`config.mk`:
```
export PLATFORM = sky130hd
export DESIGN_NAME = ws2812b_frame_sequencer_flat
export DESIGN_NICKNAME = d
export VERILOG_FILES = /design/src/rtl/ws2812b_frame_sequencer_pkg.sv /design/src/rtl/ws2812b_frame_sequencer_if.sv /design/src/rtl/ws2812b_frame_sequencer_bit_encoder.sv /design/src/rtl/ws2812b_frame_sequencer.sv /design/src/flat_wrapper.sv
export SDC_FILE = /design/constraint.sdc
export NUM_CORES = 1
export LEC_CHECK = 0
export ABC_AREA = 1
export CORE_MARGIN = 2
export CORE_UTILIZATION = 39
export CTS_BUF_LIST = sky130_fd_sc_hd__clkbuf_16
export DETAILED_ROUTE_END_ITERATION = 16
export PLACE_DENSITY = 0.61
export SYNTH_ARGS = -nofsm -noshare
export SYNTH_HDL_FRONTEND = slang
export SYNTH_SLANG_ARGS = --single-unit
```
`constraint.sdc`:
```
create_clock -name clk -period 2.2 [get_ports clk]
set_clock_uncertainty 0.2 [all_clocks]
set_input_delay 0.33 -clock clk [delete_from_list [all_inputs] [get_ports clk]]
set_output_delay 0.33 -clock clk [all_outputs]
set_load 0.1 [all_outputs]
```
`src/rtl/ws2812b_frame_sequencer_pkg.sv`:
```
// Shared timing defaults, FSM encodings and helpers for the WS2812B frame sequencer.
package ws2812b_frame_sequencer_pkg;

    localparam int DEF_LED_COUNT      = 24;
    localparam int DEF_BIT_CYCLES     = 15;
    localparam int DEF_T0H_CYCLES     = 4;
    localparam int DEF_T1H_CYCLES     = 9;
    localparam int DEF_LATCH_CYCLES   = 1200;
    localparam int DEF_REFRESH_CYCLES = 0;

    localparam int PIX_W = 24;

    localparam logic [2:0] ST_IDLE  = 3'd0;
    localparam logic [2:0] ST_FETCH = 3'd1;
    localparam logic [2:0] ST_LOAD  = 3'd2;
    localparam logic [2:0] ST_SEND  = 3'd3;
    localparam logic [2:0] ST_LATCH = 3'd4;

    // A one-LED chain still needs a 1-bit address port.
    function automatic int addr_width(input int depth);
        return (depth > 1) ? $clog2(depth) : 1;
    endfunction

endpackage

```
`src/rtl/ws2812b_frame_sequencer_if.sv`:
```
// Pixel RAM read port: the sequencer masters address/strobe, the RAM answers one clock later.
interface ws2812b_frame_sequencer_if #(
    parameter int AW = 5
);
    import ws2812b_frame_sequencer_pkg::*;

    logic [AW-1:0]    pix_addr;
    logic             pix_rd;
    logic [PIX_W-1:0] pix_data;

    modport master (output pix_addr, output pix_rd, input pix_data);
    modport slave  (input pix_addr, input pix_rd, output pix_data);

endinterface

```
`src/rtl/ws2812b_frame_sequencer_bit_encoder.sv`:
```
// Per-bit waveform generator: a phase counter that shapes one WS2812B bit period.
module ws2812b_frame_sequencer_bit_encoder
    import ws2812b_frame_sequencer_pkg::*;
#(
    parameter int BIT_CYCLES = DEF_BIT_CYCLES,
    parameter int T0H_CYCLES = DEF_T0H_CYCLES,
    parameter int T1H_CYCLES = DEF_T1H_CYCLES
) (
    input  logic clk,
    input  logic rst_n,
    input  logic en_i,
    input  logic bit_i,
    output logic dout_o,
    output logic bit_first_o,
    output logic bit_last_o
);

    logic [3:0] phase_q, phase_d;

    // Phase restarts at 0 whenever the encoder is idle or a bit period completes.
    always_comb begin
        bit_last_o  = en_i && (phase_q == 4'(BIT_CYCLES - 1));
        bit_first_o = en_i && (phase_q == 4'd0);
        dout_o      = en_i && (phase_q < (bit_i ? 4'(T1H_CYCLES) : 4'(T0H_CYCLES)));
        phase_d     = (en_i && !bit_last_o) ? phase_q + 4'd1 : 4'd0;
    end

    always_ff @(posedge clk or negedge rst_n) begin
        if (!rst_n) begin
            phase_q <= '0;
        end else begin
            phase_q <= phase_d;
        end
    end

endmodule

```
`src/rtl/ws2812b_frame_sequencer.sv`:
```
// WS2812B frame controller: fetches GRB words from pixel RAM and streams them
// gap-free onto the LED data pin, then holds the latch gap.
module ws2812b_frame_sequencer
    import ws2812b_frame_sequencer_pkg::*;
#(
    parameter int LED_COUNT      = DEF_LED_COUNT,
    parameter int BIT_CYCLES     = DEF_BIT_CYCLES,
    parameter int T0H_CYCLES     = DEF_T0H_CYCLES,
    parameter int T1H_CYCLES     = DEF_T1H_CYCLES,
    parameter int LATCH_CYCLES   = DEF_LATCH_CYCLES,
    parameter int REFRESH_CYCLES = DEF_REFRESH_CYCLES
) (
    input  logic                       clk,
    input  logic                       rst_n,
    input  logic                       start_i,
    ws2812b_frame_sequencer_if.master  pix,
    output logic                       dout_o,
    output logic                       busy_o,
    output logic                       frame_done_o
);

    localparam int AW = addr_width(LED_COUNT);
    localparam int LW = $clog2(LATCH_CYCLES + 1);

    if (LED_COUNT < 1) begin : g_bad_led_count
        $error("ws2812b_frame_sequencer: LED_COUNT must be at least 1");
    end
    if (!((T0H_CYCLES < T1H_CYCLES) && (T1H_CYCLES < BIT_CYCLES) && (BIT_CYCLES <= 16))) begin : g_bad_bit_timing
        $error("ws2812b_frame_sequencer: need T0H < T1H < BIT_CYCLES <= 16");
    end
    if (LATCH_CYCLES < 1) begin : g_bad_latch
        $error("ws2812b_frame_sequencer: LATCH_CYCLES must be at least 1");
    end

    logic [2:0]       state_q, state_d;
    logic [AW-1:0]    pix_idx_q, pix_idx_d;
    logic [4:0]       bit_idx_q, bit_idx_d;
    logic [PIX_W-1:0] shreg_q, shreg_d;
    logic [PIX_W-1:0] hold_q, hold_d;
    logic [LW-1:0]    latch_q, latch_d;
    logic             pend_q, pend_d;
    logic             rd_q;

    logic             send_en, bit_first, bit_last, last_pix;
    logic             prefetch, latch_last, refresh_tick, req, busy;
    logic [PIX_W-1:0] next_word;

    if (REFRESH_CYCLES > 0) begin : g_refresh
        localparam int RW = (REFRESH_CYCLES > 1) ? $clog2(REFRESH_CYCLES) : 1;
        logic [RW-1:0] refresh_q;

        assign refresh_tick = (refresh_q == RW'(REFRESH_CYCLES - 1));

        always_ff @(posedge clk or negedge rst_n) begin
            if (!rst_n) begin
                refresh_q <= '0;
            end else if (refresh_tick) begin
                refresh_q <= '0;
            end else begin
                refresh_q <= refresh_q + RW'(1);
            end
        end
    end else begin : g_no_refresh
        assign refresh_tick = 1'b0;
    end

    assign req        = start_i || refresh_tick;
    assign busy       = (state_q != ST_IDLE);
    assign send_en    = (state_q == ST_SEND);
    assign last_pix   = (pix_idx_q == AW'(LED_COUNT - 1));
    assign prefetch   = send_en && bit_first && (bit_idx_q == 5'd0) && !last_pix;
    assign latch_last = (state_q == ST_LATCH) && (latch_q == LW'(LATCH_CYCLES - 1));
    // A read issued on bit 0's first clock may still be in flight on its last clock.
    assign next_word  = rd_q ? pix.pix_data : hold_q;

    ws2812b_frame_sequencer_bit_encoder #(
        .BIT_CYCLES (BIT_CYCLES),
        .T0H_CYCLES (T0H_CYCLES),
        .T1H_CYCLES (T1H_CYCLES)
    ) u_bit_encoder (
        .clk         (clk),
        .rst_n       (rst_n),
        .en_i        (send_en),
        .bit_i       (shreg_q[PIX_W-1]),
        .dout_o      (dout_o),
        .bit_first_o (bit_first),
        .bit_last_o  (bit_last)
    );

    assign pix.pix_rd   = (state_q == ST_FETCH) || prefetch;
    assign pix.pix_addr = prefetch ? pix_idx_q + AW'(1) : '0;
    assign busy_o       = busy;
    assign frame_done_o = latch_last;

    // Requests arriving mid-frame collapse into a single pending frame.
    always_comb begin
        state_d   = state_q;
        pix_idx_d = pix_idx_q;
        bit_idx_d = bit_idx_q;
        shreg_d   = shreg_q;
        hold_d    = hold_q;
        latch_d   = latch_q;
        pend_d    = pend_q;

        if (req && busy) begin
            pend_d = 1'b1;
        end

        case (state_q)
            ST_IDLE: begin
                if (req) begin
                    state_d = ST_FETCH;
                end
            end
            ST_FETCH: begin
                pix_idx_d = '0;
                state_d   = ST_LOAD;
            end
            ST_LOAD: begin
                shreg_d   = pix.pix_data;
                bit_idx_d = 5'd23;
                state_d   = ST_SEND;
            end
            ST_SEND: begin
                if (rd_q) begin
                    hold_d = pix.pix_data;
                end
                if (bit_last) begin
                    if (bit_idx_q != 5'd0) begin
                        shreg_d   = {shreg_q[PIX_W-2:0], 1'b0};
                        bit_idx_d = bit_idx_q - 5'd1;
                    end else if (!last_pix) begin
                        shreg_d   = next_word;
                        bit_idx_d = 5'd23;
                        pix_idx_d = pix_idx_q + AW'(1);
                    end else begin
                        latch_d = '0;
                        state_d = ST_LATCH;
                    end
                end
            end
            ST_LATCH: begin
                latch_d = latch_q + LW'(1);
                if (latch_last) begin
                    state_d = (pend_q || req) ? ST_FETCH : ST_IDLE;
                    pend_d  = 1'b0;
                end
            end
            default: begin
                state_d = ST_IDLE;
            end
        endcase
    end

    always_ff @(posedge clk or negedge rst_n) begin
        if (!rst_n) begin
            state_q   <= ST_IDLE;
            pix_idx_q <= '0;
            bit_idx_q <= '0;
            shreg_q   <= '0;
            hold_q    <= '0;
            latch_q   <= '0;
            pend_q    <= 1'b0;
            rd_q      <= 1'b0;
        end else begin
            state_q   <= state_d;
            pix_idx_q <= pix_idx_d;
            bit_idx_q <= bit_idx_d;
            shreg_q   <= shreg_d;
            hold_q    <= hold_d;
            latch_q   <= latch_d;
            pend_q    <= pend_d;
            rd_q      <= prefetch;
        end
    end

endmodule
```
`src/flat_wrapper.sv`:
```
// flat-port wrapper written by rule: the top's interface ports become plain ports
module ws2812b_frame_sequencer_flat import ws2812b_frame_sequencer_pkg::*;
#(
    parameter int LED_COUNT      = DEF_LED_COUNT,
    parameter int BIT_CYCLES     = DEF_BIT_CYCLES,
    parameter int T0H_CYCLES     = DEF_T0H_CYCLES,
    parameter int T1H_CYCLES     = DEF_T1H_CYCLES,
    parameter int LATCH_CYCLES   = DEF_LATCH_CYCLES,
    parameter int REFRESH_CYCLES = DEF_REFRESH_CYCLES
)
  (clk, rst_n, start_i, dout_o, busy_o, frame_done_o, pix_pix_addr, pix_pix_rd, pix_pix_data);
  ws2812b_frame_sequencer_if pix_i ();
  input  logic clk;
  input  logic rst_n;
  input  logic start_i;
  output logic dout_o;
  output logic busy_o;
  output logic frame_done_o;
  output wire logic [$bits(pix_i.pix_addr)-1:0] pix_pix_addr;
  output wire logic [$bits(pix_i.pix_rd)-1:0] pix_pix_rd;
  input wire logic [$bits(pix_i.pix_data)-1:0] pix_pix_data;
  assign pix_pix_addr = pix_i.pix_addr;
  assign pix_pix_rd = pix_i.pix_rd;
  assign pix_i.pix_data = pix_pix_data;
  ws2812b_frame_sequencer #(.LED_COUNT(LED_COUNT), .BIT_CYCLES(BIT_CYCLES), .T0H_CYCLES(T0H_CYCLES), .T1H_CYCLES(T1H_CYCLES), .LATCH_CYCLES(LATCH_CYCLES), .REFRESH_CYCLES(REFRESH_CYCLES)) u_core (.clk(clk), .rst_n(rst_n), .start_i(start_i), .pix(pix_i), .dout_o(dout_o), .busy_o(busy_o), .frame_done_o(frame_done_o));
endmodule
```
==> results <==
- The startpoint identified for the worst hold timing path is u_core.shreg_q[3].
- The startpoint-to-endpoint class of the critical path is register to primary output.
- The iteration-0 DRC count of the detailed router is 255.
- Counting cells, the worst reg-to-reg path comes to 9.
- The total die area is 12200 um2.
- The logic gate share of total power is 0.050.
- The number of H-tree levels is 3.
- The initial antenna violation count is 0.
- Summed over all nets, the switching power comes to 689 uW.
- Including well taps, the total number of placed cells is 793.
- The number of global-route vias before repair is 4064.
- The iteration count of the initial detailed-routing pass is 4.
- The first global-routing pass estimated 18100 um of wire.
- By count the netlist is led by nand2_1, dfrtp_1, inv_1, nand3_1, o21ai_0.
- The mapped netlist covers 4410 um2.
- The clock root buffer master is clkbuf_16.
- 0 antenna diodes ended up in the layout.
- The TritonCTS buffer count is 9.
- For this run, the share of the core covered by cells in the final layout is 0.526.
- The clock transition at the registers of the reported paths is 60 ps.
- The internal power of the cells totals 2.28 mW.
- Across all layers, the routed design uses 4137 vias.
- The die is 110 um wide.
- The leakage power is 2.96 nW.
- Of the available clock period, the critical path in the final layout requires 0.988.
- The critical path starts at u_core.bit_idx_q[0].
- The number of distinct standard cells referenced by the synthesized netlist is 28.
- Counting instances, the worst hold path has a depth of 2.
- The sequential cell area fraction in the yosys report is 0.443.
- Synthesis produced a netlist whose cell count is 631.
- After synthesis the netlist holds a flip-flop and latch count of 78.
- The aggregate global routing overflow is 0.
- The type of destination of the critical path is a primary output.
- The final HPWL from detailed placement is 6440 um.
- For the worst setup path, the data required time is 1670 ps.
- The non-filler instance count after layout is 842.
- Of the total synthesized cell area, the portion taken by full adders, half adders and majority gates is 0.0227.
- The critical path's slowest cell is dfrtp_1.
- The largest stage delay on the critical path is 380 ps.
- In the routed layout, each cell is associated on average with a via count of 4.91.
- The net count of the finished layout is 732.
- In this run the vertical extent of the chip is 110 um.
- The basic-gate share of the synthesized area counting and, or, nand and nor cells is 0.356.
- The clock period could shrink to 2170 ps.
- The detail route stage leaves a number of antenna-violating nets equal to 0.
- Setup violations remaining at the end of the flow were counted as 0.
- In the final layout, the share of cells above drive strength 1 is 0.170.
- The number of failing hold endpoints at the final stage is 0.
- The most used standard cell by instance count after synthesis is nand2_1.
- The XOR/XNOR share of the synthesized area is 0.00994.
- The synthesized area per cell is 6.98 um2.
- The boundary pin count is 36.
- The row count is 38.
- Compared with the post-synthesis result, the final layout area differs by 30.5%.
- The fraction of synthesized cell area taken by the top area cell type is 0.443.
- In this run, synthesis inferred 0 flip-flops with an integrated enable.
- The dominant cell type by area after synthesis is dfrtp_1.
- The wire length per cell after detailed routing is 12.8 um.
- The cell area reported after detailed placement is 5110 um2.
- The later pin in the worst-skew pair is clocked with a latency of 340 ps.
- The worst slew slack as a fraction of its limit is 0.573.
- The clock net in this run drives a total of 78 sinks.
- In this run the worst path has a maximum fanout of 7.
- The clock network fraction of total power is 0.457.
- Yosys attributes the largest share of cell area to dfrtp_1, nand2_1, nand3_1.
- The maximum number of pins on one net before global-route repair is 60.
- The maximum clock path buffer count is 2.
- The max-slew violation count is 0.
- The fraction of registers with async set or reset after synthesis is 1.00.
- The number of nets produced by synthesis is 666.
- The residual DRC count is 0.
- The aggregate global-route resource usage is 0.191.
- The slew of the pin with the lowest slew margin is 641 ps.
- The portion of total power attributed to sequential cells is 0.493.
- The number of maximum-capacitance constraint violations is 0.
- The largest vdd supply drop is 290 uV.
- STA classifies the critical path startpoint as a register.
- The TritonCTS clock tree is done.
- Of the total power, the share spent switching nets is 0.232.
- The most common flop cell mapped by yosys is dfrtp_1.
- The worst hold path belongs to the class register to register.
- The placeable core region is 10900 um2.
- Setup repair after global routing could not meet its margin everywhere.
- The post-detailed-routing wire length is 10800 um.
- The design area is 5750 um2.
- The areal power density over the cells is 517 nW/um2.
- The post-synthesis compound-gate area fraction is 0.0804.
- In this run the critical register-to-register path is launched from u_core.bit_idx_q[0].
- The starting density of the core is 0.403.
- Data on the critical path arrives at its endpoint at 1640 ps.
- The run finished with clean final reports.
- Routability-driven placement finished with a final weighted congestion of 0.803.
- The share of cell area taken by muxes after synthesis is 0.
- After synthesis, the largest family of logic cells by area is simple AND/OR/NAND/NOR gates.
- For this run, the top clock speed supported by timing is 460 MHz.
- In this run the tool buffered the top-level ports with 35 buffer cells.
- The total number of yosys warnings is 0.
- Traced cell by cell, the critical path runs through inv_2 > ha_4 > nand3_4 > inv_2 > nand3_4 > nor2_4 > buf_12.
logic make-up (layout without fill, tap and decap cells):
kind of cell / after synthesis / in the layout
AND/OR/NAND/NOR: 376 / 376
buffers and inverters: 94 / 165
flip-flops: 78 / 78
AO/OA/AOI/OAI: 70 / 70
adder cells (fa/ha/maj): 8 / 8
XOR/XNOR: 5 / 5
repair_timing:
item / in CTS / in global routing
gates resized for setup: 22 / 14
hold buffers: 1 / 0
setup buffers: 18 / 14
setup endpoints to repair: 7 / 8
endpoints found under the hold margin: 46 / 0
pin swaps: 10 / 11
per-layer routing:
| layer | GRT usage | wire [um] | up-vias | part of all wire |
|---|---|---|---|---|
| met1 | 0.254 | 5000 | 1928 | 0.46 |
| met2 | 0.305 | 5180 | 76 | 0.48 |
| met3 | 0.0288 | 401 | 12 | 0.037 |
| met4 | 0.0938 | 176 | 0 | 0.016 |
| met5 | 0 | 0 | - | 0 |
| li1 | - | - | 2121 | - |
area by class of cell:
| class | count | area (um2) |
|---|---|---|
| clock buffer | 9 | 225 |
| sequential | 78 | 1960 |
| inverter | 68 | 263 |
| clock inverter | 7 | 41.3 |
| multi-input combinational | 459 | 2260 |
| tap | 140 | 175 |
| timing repair buffer | 81 | 827 |
| fill | 1060 | 5180 |
state kept, by name (all words and copies together) (netlist names):
register,flops
u_core.hold_q,24
u_core.shreg_q,24
u_core.latch_q,11
u_core.bit_idx_q,5
u_core.pix_idx_q,5
u_core.u_bit_encoder.phase_q,4
u_core.state_q,3
u_core.pend_q,1
u_core.rd_q,1
critical path, delay by kind of cell, from the launching register on:
kind                       cells  cell delay [ps]
buffers and inverters          3              330
adders and majority gates      1              150
and+or+nand+nor                3              430
DFF                            1              380
power by group through the flow:
stage          Clock, mW  Combinational, mW  Sequential (mW)
2_1_floorplan          0             0.0463             1.49
3_3_place_gp           0              0.144             1.49
3_5_place_dp           0              0.145             1.49
4_1_cts             1.40              0.147             1.46
5_1_grt             1.46              0.168             1.47
6_report            1.36              0.148             1.46
per-stage QoR:
| step | hold WS, ps | setup slack, ps | setup TNS (ps) | total power, mW |
|---|---|---|---|---|
| floorplan | -166 | -79.7 | -79.7 | 1.54 |
| global placement | 199 | 236 | 0 | 1.63 |
| detailed placement | 200 | 182 | 0 | 1.64 |
| CTS | 274 | -0.770 | -0.770 | 3.02 |
| global route | 295 | -56.0 | -304 | 3.09 |
| finish | 273 | 26.3 | 0 | 2.97 |
placed cells by master, fill, tap and decap left out, drive strengths merged, types with 3 or more instances in the layout:
| cell type | n |
|---|---|
| nor2 | 35 |
| clkbuf | 9 |
| inv | 68 |
| xor2 | 3 |
| nand3 | 67 |
| a21oi | 4 |
| nand4 | 5 |
| clkdlybuf4s50 | 25 |
| nand2 | 260 |
| nor3 | 5 |
| o21ai | 65 |
| dfrtp | 78 |
| clkinv | 6 |
| ha | 8 |
| buf | 55 |
final timing paths:
check | endpoint | slack, ps
hold reg to reg | u_core.shreg_q[3] | 270
max in group asynchronous | u_core.bit_idx_q[0] | 840
setup reg to reg | u_core.latch_q[4] | 240
hold / removal | u_core.shreg_q[3] | 270
min in group asynchronous | u_core.hold_q[17] | 370
setup / recovery | pix_pix_addr[4] | 30
Note: power is estimated with default switching activity, not from simulation.
